**src/rtl/rng_share_if.sv**
```systemverilog
// Purpose: bundles the requester, generator and output-stream signals of rng_share_arbiter.
// Latency: none, wires only.
// Backpressure: out_ready from the consumer stalls the stream; out_valid never drops mid-burst.
//
// Signals:
//   req/len   per-requester burst request (level) and packed burst lengths (L means L+1 samples)
//   gnt       one-hot, one-cycle pulse marking the accepted requester
//   rng_in    free-running generator sample
//   out_*     shared valid/ready sample stream tagged with the owning requester id
//   busy      high while a burst is being streamed
interface rng_share_if #(
    parameter int N         = 4,
    parameter int OUT_WIDTH = 16,
    parameter int LEN_W     = 4,
    parameter int ID_W      = $clog2(N)
);
    logic [N-1:0]         req;
    logic [N*LEN_W-1:0]   len;
    logic [N-1:0]         gnt;
    logic [OUT_WIDTH-1:0] rng_in;
    logic                 out_valid;
    logic                 out_ready;
    logic [OUT_WIDTH-1:0] out_data;
    logic [ID_W-1:0]      out_id;
    logic                 out_last;
    logic                 busy;

    // master: the arbiter, which drives the output stream
    modport master (
        input  req, len, rng_in, out_ready,
        output gnt, out_valid, out_data, out_id, out_last, busy
    );

    // slave: requesters, generator and consumer
    modport slave (
        output req, len, rng_in, out_ready,
        input  gnt, out_valid, out_data, out_id, out_last, busy
    );
endinterface

```
**src/rtl/rng_share_arbiter.sv**
```systemverilog
// Purpose: round-robin shares one free-running random generator among N burst requesters.
// Latency: gnt and the first beat appear one cycle after req is sampled in IDLE; one idle bubble between bursts.
// Backpressure: out_ready low holds out_data/out_id/out_last and keeps out_valid high; no sample is skipped or reused.
//
// Ports:
//   clk, rst   clock; asynchronous active-low reset
//   bus        rng_share_if.master (req, len, rng_in, out_ready in; gnt, out_valid, out_data,
//              out_id, out_last, busy out)
module rng_share_arbiter #(
    parameter int N         = 4,
    parameter int OUT_WIDTH = 16,
    parameter int LEN_W     = 4,
    parameter int ID_W      = $clog2(N)
) (
    input  logic       clk,
    input  logic       rst,
    rng_share_if.master bus
);

    typedef enum logic {IDLE, STREAM} state_t;

    state_t               state, state_nxt;
    logic [ID_W-1:0]      rr_ptr, rr_nxt;
    logic [LEN_W-1:0]     remaining, rem_nxt;
    logic [N-1:0]         gnt_nxt;
    logic                 valid_nxt, last_nxt, busy_nxt;
    logic [OUT_WIDTH-1:0] data_nxt;
    logic [ID_W-1:0]      id_nxt;

    logic [LEN_W-1:0]     len_arr [N];
    logic                 found;
    logic [ID_W-1:0]      win;
    logic [ID_W-1:0]      cand;
    int                   c;

    for (genvar g = 0; g < N; g++) begin : g_len
        assign len_arr[g] = bus.len[g*LEN_W +: LEN_W];
    end

    // First set request scanning upward from the pointer, wrapping at N.
    always_comb begin
        found = 1'b0;
        win   = '0;
        cand  = '0;
        c     = 0;
        for (int k = 0; k < N; k++) begin
            c = int'(rr_ptr) + k;
            if (c >= N) begin
                c = c - N;
            end
            cand = ID_W'(c);
            if (!found && bus.req[cand]) begin
                found = 1'b1;
                win   = cand;
            end
        end
    end

    always_comb begin
        state_nxt = state;
        rr_nxt    = rr_ptr;
        rem_nxt   = remaining;
        gnt_nxt   = '0;
        valid_nxt = bus.out_valid;
        data_nxt  = bus.out_data;
        id_nxt    = bus.out_id;
        last_nxt  = bus.out_last;
        busy_nxt  = bus.busy;
        case (state)
            IDLE: begin
                if (found) begin
                    gnt_nxt[win] = 1'b1;
                    id_nxt       = win;
                    rem_nxt      = len_arr[win];
                    data_nxt     = bus.rng_in;
                    valid_nxt    = 1'b1;
                    busy_nxt     = 1'b1;
                    last_nxt     = (len_arr[win] == '0);
                    state_nxt    = STREAM;
                end
            end
            STREAM: begin
                if (bus.out_valid && bus.out_ready) begin
                    if (bus.out_last) begin
                        valid_nxt = 1'b0;
                        last_nxt  = 1'b0;
                        busy_nxt  = 1'b0;
                        state_nxt = IDLE;
                        rr_nxt    = (bus.out_id == ID_W'(N-1)) ? '0 : bus.out_id + 1'b1;
                    end else begin
                        // A fresh sample is taken only when the previous one was consumed.
                        rem_nxt  = remaining - LEN_W'(1);
                        data_nxt = bus.rng_in;
                        last_nxt = (remaining == LEN_W'(1));
                    end
                end
            end
            default: state_nxt = IDLE;
        endcase
    end

    always_ff @(posedge clk or negedge rst) begin
        if (!rst) begin
            state         <= IDLE;
            rr_ptr        <= '0;
            remaining     <= '0;
            bus.gnt       <= '0;
            bus.out_valid <= 1'b0;
            bus.out_data  <= '0;
            bus.out_id    <= '0;
            bus.out_last  <= 1'b0;
            bus.busy      <= 1'b0;
        end else begin
            state         <= state_nxt;
            rr_ptr        <= rr_nxt;
            remaining     <= rem_nxt;
            bus.gnt       <= gnt_nxt;
            bus.out_valid <= valid_nxt;
            bus.out_data  <= data_nxt;
            bus.out_id    <= id_nxt;
            bus.out_last  <= last_nxt;
            bus.busy      <= busy_nxt;
        end
    end

endmodule

```
**src/flat_wrapper.sv**
```systemverilog
// flat-port wrapper written by rule: the top's interface ports become plain ports
module rng_share_arbiter_flat 
#(
    parameter int N         = 4,
    parameter int OUT_WIDTH = 16,
    parameter int LEN_W     = 4,
    parameter int ID_W      = $clog2(N)
)
  (clk, rst, bus_req, bus_len, bus_rng_in, bus_out_ready, bus_gnt, bus_out_valid, bus_out_data, bus_out_id, bus_out_last, bus_busy);
  rng_share_if #(.N(N), .OUT_WIDTH(OUT_WIDTH), .LEN_W(LEN_W), .ID_W(ID_W)) bus_i ();
  input  logic clk;
  input  logic rst;
  input wire logic [$bits(bus_i.req)-1:0] bus_req;
  input wire logic [$bits(bus_i.len)-1:0] bus_len;
  input wire logic [$bits(bus_i.rng_in)-1:0] bus_rng_in;
  input wire logic [$bits(bus_i.out_ready)-1:0] bus_out_ready;
  output wire logic [$bits(bus_i.gnt)-1:0] bus_gnt;
  output wire logic [$bits(bus_i.out_valid)-1:0] bus_out_valid;
  output wire logic [$bits(bus_i.out_data)-1:0] bus_out_data;
  output wire logic [$bits(bus_i.out_id)-1:0] bus_out_id;
  output wire logic [$bits(bus_i.out_last)-1:0] bus_out_last;
  output wire logic [$bits(bus_i.busy)-1:0] bus_busy;
  assign bus_i.req = bus_req;
  assign bus_i.len = bus_len;
  assign bus_i.rng_in = bus_rng_in;
  assign bus_i.out_ready = bus_out_ready;
  assign bus_gnt = bus_i.gnt;
  assign bus_out_valid = bus_i.out_valid;
  assign bus_out_data = bus_i.out_data;
  assign bus_out_id = bus_i.out_id;
  assign bus_out_last = bus_i.out_last;
  assign bus_busy = bus_i.busy;
  rng_share_arbiter #(.N(N), .OUT_WIDTH(OUT_WIDTH), .LEN_W(LEN_W), .ID_W(ID_W)) u_core (.clk(clk), .rst(rst), .bus(bus_i));
endmodule
```
**config.mk**
```make
export PLATFORM = sky130hd
export DESIGN_NAME = rng_share_arbiter_flat
export DESIGN_NICKNAME = d
export VERILOG_FILES = /design/src/rtl/rng_share_if.sv /design/src/rtl/rng_share_arbiter.sv /design/src/flat_wrapper.sv
export SDC_FILE = /design/constraint.sdc
export NUM_CORES = 1
export LEC_CHECK = 0
export CORE_MARGIN = 8
export CORE_UTILIZATION = 30
export CTS_BUF_LIST = sky130_fd_sc_hd__clkbuf_16
export DETAILED_ROUTE_END_ITERATION = 10
export GPL_TIMING_DRIVEN = 1
export PLACE_DENSITY_LB_ADDON = 0.12
export SYNTH_ARGS = -nofsm -noshare
export SYNTH_HDL_FRONTEND = slang
export SYNTH_SLANG_ARGS = --single-unit
```
**constraint.sdc**
```tcl
create_clock -name clk -period 2.5 [get_ports clk]
set_input_delay 0.5 -clock clk [delete_from_list [all_inputs] [get_ports clk]]
set_output_delay 0.5 -clock clk [all_outputs]
set_load 0.1 [all_outputs]
```
==> results.toml <==
[floorplanning]
core_um2 = 5140
die_y_extent_um = 89.0
rows = 26
die_w_um = 89.0
total_die_area_um2 = 7920
initial_utilization_pct = 31.1
floorplan.io_pins = 64

[routing]
detail_route.vias_per_cell = 4.60
drt_pre_antenna_iters = 4
number_of_drc_markers_after_the_initial_detailed_route_iteration = 32
routed_wl_um = 3940
detail-route-antenna-nets = 0
num_vias = 1279
detail_route.drc_violations = 0
wl_per_cell_um = 14.2

[status]
status = "completed"

[hold_path]
worstHoldPathCells = 1
worst_hold_path_type = "register to register"

[placed_design]
place.gp.congestion = 0.828
setup_ws_pre_cts_ns = -0.136
dpl.cell_count = 271
buffer_ports.inserted = 63
hpwlAfterDp_um = 3210

[yosys]
syn-cell-area_um2 = 1600
synth.distinct_cells = 39
postSynthAreaPerCell_um2 = 11.7
synth-edff-count = 0
postSynthRegisterBits = 31
synth.yosys.seq_area_share_pct = 48.6
async_flop_share_pct = 100
synth_fp_nets = 178
ys_dominant_reg_cell = "sky130_fd_sc_hd__dfrtp_1"
synth_warnings = 0
netlist_instances = 136

[clocking]
cts_sinks = 31
tritoncts.num_buffers = 5
cts.htree.levels = 2
clkTransAtPathRegs_ns = 0.05
postCtsResizedCells = 0
clk_path_buf_depth = 2
cts_tree = "done"
ctsRootBufferMaster = "sky130_fd_sc_hd__clkbuf_16"
post-cts-setup-buffer-count = 0
worstSkewPairLatency_ns = 0.26
cts.hold.buffers_added = 0

[worst_setup_path]
critical_path.max_stage_delay_ns = 0.58
slowest_stage = "sky130_fd_sc_hd__clkdlybuf4s50_1"
worstPathCellList = "clkdlybuf4s50_1 -> or3b_1 -> o21ai_0 -> or3_4 -> nor3_2 -> a311o_2 -> a31oi_1 -> a21oi_1"
worst_endpoint_required_time_ns = 2.65
crit_path_max_fanout = 6
critical_path.top_delay_family = "compound AO/OA/AOI/OAI gates"
cp.arrival_ns = 2.45
critPathCaptureType = "register"
crit_path_class = "input pin to register"
worstRegToRegCells = 5
critical_path_depth = 8
critical_path.startpoint_type = "input pin"
sum_of_buffers_and_inverters_on_the_critical_path = 1

[sta]
hold_violations = 0
min_period_over_period_pct = 92.2
clock.fmax_mhz = 434
report.final.setup_viol = 0
timing_worst_slew_pin_value_ns = 0.398
worst_clock_skew_ns = 0.00205
timing_max_transition_violations_final = 0
grt_setup_unrepaired = "no"
timing.slew.headroom_pct = 73.5
final_period_minus_worst_setup_slack_ns = 2.30
finalWorstSetupSlack_ns = 0.195

[grt]
gr-usage-met2_pct = 17.1
groute.usage.overall_pct = 10.5
grt_busiest_layer = "met2"
grt_start_max_net_pins = 32
grt_pass1_vias = 1376
globalRoute.totalOverflow = 0
groute.layer.met3.usage_pct = 4.69
antenna_violations_before_repair = 0
grt_pass1_wl_um = 6370
globalRouteMet1Util_pct = 11.6

[final_layout]
layout.core_utilization_pct = 46.8
layout-drive-gt1-share_pct = 33.7
fill_cell_total_of_the_finished_layout = 492
area_growth_pct = 50.4
fin_cells = 278
final_nets = 250
antennaDiodeCount = 0

[run]
max_cap_violations = 0
state kept, by name, summed over array words and instances (netlist names):
register / count
u_core.state: 1
u_core.remaining: 4
u_core.rr_ptr: 2
u_core.bus.out_valid: 1
u_core.bus.out_id: 2
u_core.bus.gnt: 4
u_core.bus.out_data: 16
u_core.bus.out_last: 1
metal layers:
metal,wire [um],part of all wire (%)
met5,0,0
met3,284,7.2
met1,1590,40
met4,40,1.0
met2,2020,51
path summary, 6_finish.rpt:
path                                   startpoint                      to  slack, ns
setup / recovery                       bus_req[0]     u_core.bus.out_last       0.20
hold / removal             u_core.bus.out_data[5]  u_core.bus.out_data[5]       0.50
setup reg to reg                 u_core.rr_ptr[1]     u_core.remaining[3]       0.52
hold reg to reg            u_core.bus.out_data[5]  u_core.bus.out_data[5]       0.50
max in group asynchronous                     rst  u_core.bus.out_data[4]       1.58
min in group asynchronous                     rst  u_core.bus.out_data[0]       0.63
cell usage after synthesis (3+ instances only):
| cell type | n | share of area (%) |
|---|---|---|
| sky130_fd_sc_hd__inv_1 | 7 | 1.6 |
| sky130_fd_sc_hd__mux2i_1 | 11 | 6.9 |
| sky130_fd_sc_hd__dfrtp_1 | 31 | 49 |
| sky130_fd_sc_hd__ha_1 | 3 | 2.3 |
| sky130_fd_sc_hd__nand2_1 | 11 | 2.6 |
| sky130_fd_sc_hd__a21oi_1 | 4 | 1.3 |
| sky130_fd_sc_hd__nand3_1 | 3 | 0.94 |
| sky130_fd_sc_hd__mux2_2 | 18 | 13 |
| sky130_fd_sc_hd__nor2_1 | 10 | 2.3 |
| sky130_fd_sc_hd__o21ai_0 | 4 | 1.3 |
cell type report:
cell class | instances | area [um^2] | share of cell area [%]
Tap cell | 70 | 87.6 | 3.64
Clock inverter | 2 | 8.76 | 0.364
Timing Repair Buffer | 72 | 636 | 26.4
Clock buffer | 5 | 125 | 5.21
Multi-Input combinational cell | 91 | 744 | 31.0
Sequential cell | 31 | 776 | 32.3
Inverter | 7 | 26.3 | 1.09
cells by family (layout without fill, tap and decap cells):
| logic type | after synthesis | after routing | share of synthesized area (%) |
|---|---|---|---|
| flip-flops | 31 | 31 | 48.6 |
| multiplexers | 30 | 30 | 20.5 |
| AO/OA/AOI/OAI | 25 | 25 | 13.3 |
| AND/OR/NAND/NOR | 33 | 33 | 10.4 |
| buffers and inverters | 14 | 86 | 4.85 |
| adder cells (fa/ha/maj) | 3 | 3 | 2.35 |
placed cells by master (no fill, tap or decap), types with 2 or more instances in the layout:
master / instances
sky130_fd_sc_hd__o21ai_2: 2
sky130_fd_sc_hd__nor2_1: 10
sky130_fd_sc_hd__dfrtp_1: 31
sky130_fd_sc_hd__mux2i_1: 11
sky130_fd_sc_hd__nand3_1: 3
sky130_fd_sc_hd__a21oi_1: 4
sky130_fd_sc_hd__ha_1: 3
sky130_fd_sc_hd__clkbuf_16: 5
sky130_fd_sc_hd__clkdlybuf4s50_1: 38
sky130_fd_sc_hd__o21ai_0: 4
sky130_fd_sc_hd__inv_1: 7
sky130_fd_sc_hd__mux2_2: 18
sky130_fd_sc_hd__buf_4: 34
sky130_fd_sc_hd__nand2_1: 11
per-stage QoR:
step	setup TNS (ns)	area, um^2	hold slack [ns]
global placement	-0.0732	2270	0.492
finish	0	2400	0.504
detailed placement	-0.436	2270	0.497
global route	0	2400	0.534
CTS	0	2400	0.508
floorplan	0	1600	0.204
Power is left out: the tool's default activity adds up to more than one toggle a clock period on the data nets, which glitch-free logic cannot reach.
==> patch: new RTL, same flow settings <==
`LEN_W` is set to 4 in 3 places; all go to 8.
--- a/src/rtl/rng_share_if.sv
+++ b/src/rtl/rng_share_if.sv
@@ -11,7 +11,7 @@
 interface rng_share_if #(
     parameter int N         = 4,
     parameter int OUT_WIDTH = 16,
-    parameter int LEN_W     = 4,
+    parameter int LEN_W     = 8,
     parameter int ID_W      = $clog2(N)
 );
     logic [N-1:0]         req;
--- a/src/rtl/rng_share_arbiter.sv
+++ b/src/rtl/rng_share_arbiter.sv
@@ -9,7 +9,7 @@
 module rng_share_arbiter #(
     parameter int N         = 4,
     parameter int OUT_WIDTH = 16,
-    parameter int LEN_W     = 4,
+    parameter int LEN_W     = 8,
     parameter int ID_W      = $clog2(N)
 ) (
     input  logic       clk,
--- a/src/flat_wrapper.sv
+++ b/src/flat_wrapper.sv
@@ -3,7 +3,7 @@
 #(
     parameter int N         = 4,
     parameter int OUT_WIDTH = 16,
-    parameter int LEN_W     = 4,
+    parameter int LEN_W     = 8,
     parameter int ID_W      = $clog2(N)
 )
   (clk, rst, bus_req, bus_len, bus_rng_in, bus_out_ready, bus_gnt, bus_out_valid, bus_out_data, bus_out_id, bus_out_last, bus_busy);
Ports: changed (resized bus_len); port bits go from 64 to 80. The function was not compared with the original's and may differ.
==> patch against the original RTL <==
Count of clock-buffer cells in the layout is the same; sequential cell count is 4 higher; setup slack got worse by 82 ps; synthesized area up 18%; non-clock buffer count up 21; via count rose by 27%; cell area up 21%; routed wire length up 31%; highest routed layer unchanged.
==> patch: results (changes against the original RTL) <==
commonest cells in the netlist=dfrtp_1, nor2_1, mux2_2 (was dfrtp_1, mux2_2, mux2i_1, nand2_1, nor2_1); Via density=4.856 (was 4.601); worst reg2reg setup slack=190 ps (was 520 ps); status=finished clean (unchanged); vias in the first global route=1717 (was 1376); Synth Area in Compound Gates=10.11% (was 13.31%); WHS=504.5 ps (was 503.5 ps); worst path arrival time=2590 ps (was 2450 ps); Max-Slew Margin vs Limit=59.59% (was 73.50%); FILL cells=564 (was 492); Clock Latency Late Sink=280 ps (was 260 ps); Worst path max stage delay=650 ps (was 580 ps); mux cell area share after synthesis=23.07% (was 20.52%); biggest regs=u_core.bus.out_data: 16 flops, u_core.remaining: 8 flops, u_core.bus.gnt: 4 flops (was u_core.bus.out_data: 16 flops, u_core.bus.gnt: 4 flops, u_core.remaining: 4 flops); Post-Route WL=5168 µm (was 3940 µm); nets=314 (was 250); global-route usage over all layers=11.90% (was 10.48%); share of layout cells above drive strength 1=29.57% (was 33.65%); met1 Usage GRT=14.70% (was 11.64%); Clock-cell share=4.678% (was 5.570%); largest net degree at the start of global routing=36 (was 32); Max FO, Critical Path=3 (was 6); syn nets=222 (was 178); M3 GR Usage=5.276% (was 4.688%); routed wl met3=646 µm (was 284 µm); Plain + repair buffers=93 (was 72); dpl cells=324 (was 271); final worst clock skew=2.398 ps (was 2.048 ps); met1 wire length=2291 µm (was 1592 µm); Multi-input comb cells=115 (was 91); Synth cell types=35 (was 39); slowest CP cell=mux4_1 (was clkdlybuf4s50_1); Non-Clock Buffer Area Fraction=29.31% (was 26.44%); number of port buffers=79 (was 63); Seq/total area=30.04% (was 32.27%); ranking of synthesized cells by area=dfrtp_1, mux2_2, mux4_1 (was dfrtp_1, mux2_2, mux2i_1); met2 WL=2135 µm (was 2022 µm); multi-input logic area=929.6 µm² (was 744.5 µm²); mean post-synth cell area=11.47 µm² (was 11.75 µm²)
==> patch: timing repair <==
item	CTS	global route
endpoints found under the setup margin	3	1
pin swaps	4	0
hold buffers	0	0
gates resized for setup	10	1
setup buffers	2	0
==> patch: through the flow <==
step                      setup slack, ps  cell area [µm²]
after floorplan                     153.9             1882
after global placement             -423.4             2756
after detailed placement           -445.2             2756
after CTS                           56.42             2913
after global routing                42.30             2915
final                               113.1             2915
==> patch: worst paths after layout <==
kind                                        start                      to  cells past startpoint
max                                    bus_req[0]     u_core.bus.out_last                      7
min                        u_core.bus.out_data[3]  u_core.bus.out_data[3]                      1
max reg2reg                      u_core.rr_ptr[1]     u_core.bus.out_last                      7
min reg2reg                u_core.bus.out_data[3]  u_core.bus.out_data[3]                      1
max in group asynchronous                     rst  u_core.bus.out_data[1]                      2
min in group asynchronous                     rst  u_core.bus.out_data[4]                      2
